`src/rtl/jt12_ch_sum.sv`:
```
// Purpose: serial channel accumulator; sums up to CHANNELS masked signed slots per frame and saturates to DW bits.
// Latency: pre/sample update on the same edge that accepts the closing slot; sample is one clk wide.
// Backpressure: none; every cycle with cen & ch_valid is accepted unconditionally.
//
// Ports:
//   clk, rst     system clock, synchronous active-high reset
//   cen          clock enable; slots are accepted only when high
//   ch_valid     ch_data carries a channel sample this cycle
//   ch_last      marks the final slot of a frame (only meaningful with ch_valid)
//   ch_data      signed channel sample, DW bits
//   ch_mask      per-slot include mask (bit i = slot i), sampled on each accept
//   clr_clip     clears the sticky clip flag
//   pre          held signed saturated frame sum
//   sample       one-clk strobe: pre was updated on the preceding edge
//   clip         sticky: some frame sum needed clamping
//   sync_err     one-clk strobe: frame boundary and slot counter disagreed
module jt12_ch_sum #(
    parameter int CHANNELS = 6,
    parameter int DW       = 14,
    parameter int ACCW     = 17
) (
    input  logic                clk,
    input  logic                rst,
    input  logic                cen,
    input  logic                ch_valid,
    input  logic                ch_last,
    input  logic [DW-1:0]       ch_data,
    input  logic [CHANNELS-1:0] ch_mask,
    input  logic                clr_clip,
    output logic [DW-1:0]       pre,
    output logic                sample,
    output logic                clip,
    output logic                sync_err
);

    // Saturation bounds expressed at accumulator width so the comparison
    // is done on the full, unwrapped sum.
    localparam logic signed [ACCW-1:0] SAT_MAX =
        {{(ACCW-DW+1){1'b0}}, {(DW-1){1'b1}}};
    localparam logic signed [ACCW-1:0] SAT_MIN =
        {{(ACCW-DW+1){1'b1}}, {(DW-1){1'b0}}};
    localparam logic [2:0] LAST_SLOT = 3'(CHANNELS-1);

    logic signed [ACCW-1:0] acc;
    logic [2:0]             cnt;

    logic                   accept;
    logic                   slot_end;
    logic                   closing;
    logic [7:0]             mask_ext;
    logic signed [ACCW-1:0] term;
    logic signed [ACCW-1:0] sum;
    logic                   sat_hi;
    logic                   sat_lo;
    logic [DW-1:0]          sat_val;

    always_comb begin
        accept   = cen & ch_valid;
        slot_end = (cnt == LAST_SLOT);
        closing  = accept & (ch_last | slot_end);

        // Mask widened to the full 3-bit counter range so any cnt value
        // indexes a defined bit; slots beyond CHANNELS-1 never occur.
        mask_ext                 = '0;
        mask_ext[CHANNELS-1:0]   = ch_mask;

        term = '0;
        if (mask_ext[cnt]) begin
            term = {{(ACCW-DW){ch_data[DW-1]}}, ch_data};
        end

        sum    = acc + term;
        sat_hi = (sum > SAT_MAX);
        sat_lo = (sum < SAT_MIN);

        if (sat_hi) begin
            sat_val = SAT_MAX[DW-1:0];
        end else if (sat_lo) begin
            sat_val = SAT_MIN[DW-1:0];
        end else begin
            sat_val = sum[DW-1:0];
        end
    end

    // Accumulator and slot counter. A closing slot restarts both so the
    // next accept always lands on slot 0, including after a short frame
    // or a counter wrap.
    always_ff @(posedge clk) begin
        if (rst) begin
            acc <= '0;
            cnt <= '0;
        end else if (closing) begin
            acc <= '0;
            cnt <= '0;
        end else if (accept) begin
            acc <= sum;
            cnt <= cnt + 3'd1;
        end
    end

    // Frame output register and strobes. The strobes default low every
    // cycle so they stay one clk wide whatever cen does.
    always_ff @(posedge clk) begin
        if (rst) begin
            pre      <= '0;
            sample   <= 1'b0;
            sync_err <= 1'b0;
        end else begin
            sample   <= 1'b0;
            sync_err <= 1'b0;
            if (closing) begin
                pre      <= sat_val;
                sample   <= 1'b1;
                // Short frame (ch_last early) or missing ch_last on the
                // final slot: exactly one of the two closing causes holds.
                sync_err <= ch_last ^ slot_end;
            end
        end
    end

    // Sticky clip flag; a new clip event overrides a simultaneous clear.
    always_ff @(posedge clk) begin
        if (rst) begin
            clip <= 1'b0;
        end else if (closing && (sat_hi || sat_lo)) begin
            clip <= 1'b1;
        end else if (clr_clip) begin
            clip <= 1'b0;
        end
    end

endmodule

```
`config.mk`:
```
export PLATFORM = sky130hd
export DESIGN_NAME = jt12_ch_sum
export DESIGN_NICKNAME = d
export VERILOG_FILES = /design/src/rtl/jt12_ch_sum.sv
export SDC_FILE = /design/constraint.sdc
export NUM_CORES = 1
export LEC_CHECK = 0
export BUFFER_PORTS_ARGS = -buffer_cell sky130_fd_sc_hd__buf_2
export CORE_MARGIN = 3
export CORE_UTILIZATION = 30
export CTS_BUF_LIST = sky130_fd_sc_hd__clkbuf_8
export CTS_CLUSTER_SIZE = 40
export DETAILED_ROUTE_END_ITERATION = 12
export GPL_ROUTABILITY_DRIVEN = 0
export PLACE_DENSITY = 0.55
export REMOVE_ABC_BUFFERS = 1
export SKIP_CTS_REPAIR_TIMING = 1
export SLEW_MARGIN = 20
export SYNTH_ARGS = -nofsm -noshare
export SYNTH_HDL_FRONTEND = slang
export SYNTH_SLANG_ARGS = --single-unit
```
`constraint.sdc`:
```
create_clock -name clk -period 10.97 [get_ports clk]
set_input_delay 0.5485 -clock clk [delete_from_list [all_inputs] [get_ports clk]]
set_output_delay 0.5485 -clock clk [all_outputs]
set_load 0.02 [all_outputs]
```
# Word level (Yosys, flattened, before mapping)
# Cells that the tools add are included.
totals:
  reg_bits: 37
  word_cells: 30
  in_bits: 26
classes:
  eq_ne: 1
  n_bitwise: 5
  n_lt_le_gt_ge: 3
  n_addsub: 2
  n_mux: 8
  n_reduce_logical: 5
op_table:
  columns: ["cell", "n"]
  rows:
  - ["14-bit 2-to-1 mux", 2]
  - ["17-bit adder", 1]
  - ["17-bit by 14-bit greater-than comparator with 1-bit output (second input constant)", 1]
  - ["17-bit by 14-bit less-than comparator with 1-bit output (second input constant)", 1]
  - ["17-bit 2-to-1 mux", 1]
  - ["3-bit by 4-bit less-than comparator with 1-bit output (second input constant)", 1]
  - ["1-bit 2-to-1 mux", 4]
  - ["2-bit OR reduction", 2]
  - ["3-bit by 1-bit adder with 3-bit output (second input constant)", 1]
  - ["1-bit binary-select mux with 3-bit select", 1]
  - ["3-bit equality test (second input constant)", 1]
  - ["1-bit AND", 2]
  - ["2-bit nonzero test", 1]
  - ["1-bit logical AND", 1]
  - ["1-bit logical OR", 1]
  - ["1-bit NOT", 1]
  - ["1-bit bitwise OR", 1]
  - ["1-bit XOR", 1]

# Logic depth before layout (Yosys ltp)
depth:
  depth_word: 8
  depth_mapped: 15

# Least setup slack after synthesis
# OpenSTA, ideal clock, no wires.
synth_path:
  path_type: "input port to flip-flop"
  from: "input ch_mask[3]"
  to: "register pre[10]"
  setup_ns: 0.122
  t_arrival_ns: 4.043
  path_slack_ns: 6.805
  path_stages: 15
  required_ns: 10.848
  path_cell_list: "mux4_2 -> a22oi_4 -> clkbuf_1 -> nor2b_1 -> ha_1 -> fa_1 -> a21o_1 -> a221oi_4 -> o21ai_0 -> a211oi_2 -> a221o_2 -> nor4_4 -> o21a_2 -> buf_6 -> a221o_1"
synth_via:
  elab_chain_cells: 7
  elab_cells_between_ends: 8
synth_rtl:
  columns: ["element", "line", "rtl"]
  rows:
  - ["start, declared", "28", "input logic [CHANNELS-1:0] ch_mask,"]
  - ["1-bit binary-select mux with 3-bit select (*)", "68", "if (mask_ext[cnt]) begin"]
  - ["1-bit 2-to-1 mux (not written as such) (*)", "68", null]
  - ["17-bit 2-to-1 mux (*)", "68", null]
  - ["17-bit adder (*)", "72", "sum = acc + term;"]
  - ["17-bit by 14-bit less-than comparator with 1-bit output", "74", "sat_lo = (sum < SAT_MIN);"]
  - ["14-bit 2-to-1 mux", "78", "end else if (sat_lo) begin"]
  - ["14-bit 2-to-1 mux (*)", "76", "if (sat_hi) begin"]
  - ["end signal, assigned", "112", "pre <= sat_val;"]
  - ["end, declared", "30", "output logic [DW-1:0] pre,"]
# Every way passes the cells marked *; elsewhere a longest branch is shown, timed or not. The select of a mux whose other input is x is not followed.
# A chain may end at the register's enable or synchronous reset.

# Final worst setup path
layout_path:
  from: "register cnt[0]"
  to: "register pre[3]"
layout_via:
  elab_chain_cells: 7
  elab_cells_between_ends: 11
layout_rtl:
  columns: ["element", "line", "rtl"]
  rows:
  - ["start, declared", "45", "logic [2:0] cnt;"]
  - ["start signal, assigned", "97", "cnt <= cnt + 3'd1;"]
  - ["1-bit binary-select mux with 3-bit select", "68", null]
  - ["1-bit 2-to-1 mux (not written as such)", "68", null]
  - ["17-bit 2-to-1 mux", "68", null]
  - ["17-bit adder", "72", null]
  - ["17-bit by 14-bit less-than comparator with 1-bit output", "74", null]
  - ["14-bit 2-to-1 mux", "78", null]
  - ["14-bit 2-to-1 mux", "76", null]
# Parallel ways exist; a longest one is shown, timed or not. The select of a mux whose other input is x is not followed.

==> impl_metrics.env <==
export IMPL_dieArea_mm2=0.00936
export IMPL_syn_cell_area_mm2=0.00247
export IMPL_finalClockSkew_ps=9.27
export IMPL_cts_root_buf="clkbuf_8"
export IMPL_power_mw=0.327
export IMPL_final_cell_area_mm2=0.00284
export IMPL_internal_power_mw=0.220
export IMPL_hpwl_um=4530
export IMPL_p_leak_nw=1.28
export IMPL_drtPass1Iterations=4
export IMPL_clock_sinks=37
export IMPL_p_seq_frac=0.444
export IMPL_gr_total_overflow=0
export IMPL_status="complete, no violations"
export IMPL_die_w_um=96.7
export IMPL_ys_flop_type="dfxtp_1"
export IMPL_place_inst=415
export IMPL_reg2reg_to="pre[3]$_SDFFE_PP0P_"
export IMPL_n_fill_cell=838
export IMPL_async_flop_share=0
export IMPL_io_buffer_count=42
export IMPL_drv_cap=0
export IMPL_drc_errors=0
export IMPL_finalSetupTns_ps=0
export IMPL_ys_warn_count=0
export IMPL_cts_buffers=5
export IMPL_ys_seq_elements=37
export IMPL_first_global_vias=2174
export IMPL_setup_slack_ps=6230
export IMPL_max_slew_margin=0.322
export IMPL_ys_seq_area_frac=0.300
export IMPL_swShare=0.329
export IMPL_final_antenna_net_count=0
export IMPL_post_drt_wl_per_cell_um=14.5
export IMPL_reg2reg_slack_ps=6230
export IMPL_wirelength_um=6130
export IMPL_synth_edff_count=0
export IMPL_post_route_period_util=0.432
export IMPL_worstPathArrival_ps=4990
export IMPL_final_nets=366
export IMPL_synth_most_common_cell="nand2_1"
export IMPL_grtUsageTotal=0.136
export IMPL_synth_cell_type_count=59
export IMPL_rsz0062_at_grt="false"
export IMPL_worstMarginPinSlew_ps=1010
export IMPL_timing_rr_start="cnt[0]$_SDFFE_PP0P_"
export IMPL_synth_area_leader_cell="dfxtp_1"
export IMPL_startpoint="cnt[0]$_SDFFE_PP0P_"
export IMPL_layout_drive_gt1_share=0.237
export IMPL_vias=2143
export IMPL_fin_crit_ps=4740
export IMPL_ys_top_cells_by_count="38 x nand2_1, 37 x dfxtp_1, 30 x a21oi_1"
export IMPL_multi_input_area_mm2=0.00166
export IMPL_r2r_cells=12
export IMPL_grt_antenna_before_repair=0
export IMPL_crit_end="pre[3]$_SDFFE_PP0P_"
export IMPL_drt_iter0_drc=121
export IMPL_power_switching_mw=0.108
export IMPL_pin_count=43
export IMPL_coreArea_mm2=0.00785
export IMPL_clockBufferDepth=2
export IMPL_preCtsSetupSlack_ps=6050
export IMPL_combPwrFrac=0.264
export IMPL_area_growth_pct=15.1
export IMPL_path_max_fanout=14
export IMPL_netlist_area_leader_share=0.300
export IMPL_finalSetupViolCount=0
export IMPL_h_tree_depth=2
export IMPL_cts_tree="yes"
export IMPL_grt_pass1_wl_um=10600
export IMPL_diodes=0
export IMPL_final_cell_count_no_fill=423
export IMPL_synthCells=282
export IMPL_grt_max_degree=22
export IMPL_crit_path_end_kind="flop"
export IMPL_post_synth_cell_area_avg_um2=8.76
export IMPL_drv_slew=0
export IMPL_postPlaceCellArea_mm2=0.00276
export IMPL_power_frac_clock=0.293
export IMPL_synth_area_leaders="dfxtp_1 30%, ha_1 9.6%, a21oi_1 6.1%, nand2_1 5.8%, nor2_1 4.3%"
export IMPL_fmax_ghz=0.211
export IMPL_ir_drop_mv=0.0449
export IMPL_worstSetupPathType="reg -> reg"
export IMPL_clkSlewWorstSetupHoldPaths_ps=80
export IMPL_vias_per_cell=5.07
export IMPL_powerDensity_mw_per_mm2=115
export IMPL_clk_latency_ps=300
export IMPL_worst_setup_path_start_kind="flop"
export IMPL_cp_required_ps=11210
export IMPL_dieHeight_um=96.7
export IMPL_rows=32
export IMPL_min_path_type="reg -> reg"
export IMPL_hold_violations=0
export IMPL_start_util=0.315
export IMPL_ff_latch_area_um2=741
metrics by stage:
stage                     hold WS, ps  utilization
final                             463        0.362
after global routing              451        0.362
after CTS                         453        0.362
after detailed placement          454        0.351
after global placement            447        0.351
after floorplan                   441            -
final cells by class:
type,instances,area share
Clock inverter,3,0.00616
Sequential cell,37,0.261
Timing Repair Buffer,42,0.0739
Clock buffer,5,0.0242
Tap cell,102,0.0449
Inverter,6,0.00792
Multi-Input combinational cell,228,0.582
state kept, by name, summed over array words and instances (netlist names):
register,cells
clip,1
pre,14
acc,17
cnt,3
sync_err,1
sample,1
cell usage in the layout, fill, tap and decap left out, types with 3 or more instances in the layout:
master    instances
xor2_1            3
xnor2_1          10
a21o_1            6
a221o_1           8
dfxtp_1          37
nand2_1          38
a211oi_1          3
clkbuf_8          5
inv_1             6
and2b_2           3
nor2_1           28
a221o_2           3
nor2b_1          12
and2_1            5
a211o_1           3
ha_1             19
o21ai_0           6
a21oi_1          30
nor3_1            5
buf_2            42
cells by family (layout without fill, tap and decap cells):
kind of cell               count (synthesis)  after routing  share of synthesized area
AOI/OAI and AO/OA                         82             82                      0.265
muxes                                      3              3                     0.0177
xor gates and xnor gates                  15             15                     0.0638
and+or+nand+nor                          108            108                      0.219
DFF                                       37             37                      0.300
adders and majority gates                 20             20                      0.104
buffers and inverters                     17             56                     0.0299
power groups by stage:
stage	sequential, mW	clock (mW)	combinational, mW
finish	0.145	0.0958	0.0864
floorplan	0.152	0	0.0594
global route	0.146	0.107	0.0969
detailed placement	0.148	0	0.0867
CTS	0.145	0.0995	0.0871
global placement	0.148	0	0.0855
per-layer routing:
| layer | track usage | up-vias | routed length (µm) |
|---|---|---|---|
| met5 | 0 | - | 0 |
| met4 | 0.0432 | 0 | 87 |
| met3 | 0.0324 | 8 | 246 |
| met2 | 0.219 | 37 | 2890 |
| met1 | 0.179 | 1007 | 2900 |
| li1 | - | 1091 | - |
worst min-delay path by stage:
stage,startpoint,to,depth (start not counted)
after floorplan,acc[0]$_SDFFE_PP0P_,acc[0]$_SDFFE_PP0P_,2
after global placement,acc[10]$_SDFFE_PP0P_,acc[10]$_SDFFE_PP0P_,2
after detailed placement,acc[7]$_SDFFE_PP0P_,acc[7]$_SDFFE_PP0P_,2
after CTS,rst,pre[13]$_SDFFE_PP0P_,2
after global routing,rst,pre[13]$_SDFFE_PP0P_,2
final,acc[7]$_SDFFE_PP0P_,acc[7]$_SDFFE_PP0P_,2
critical path, cell delays in order (launching register included):
cell	delay [ps]
dfxtp_1	470
mux4_2	570
a22oi_4	480
nor2b_1	100
ha_1	230
fa_1	410
a21o_1	240
a221oi_4	390
a211oi_4	150
a221o_2	450
and2_1	170
a21oi_1	800
a221o_2	230
Power figures use the tool's default switching activity.
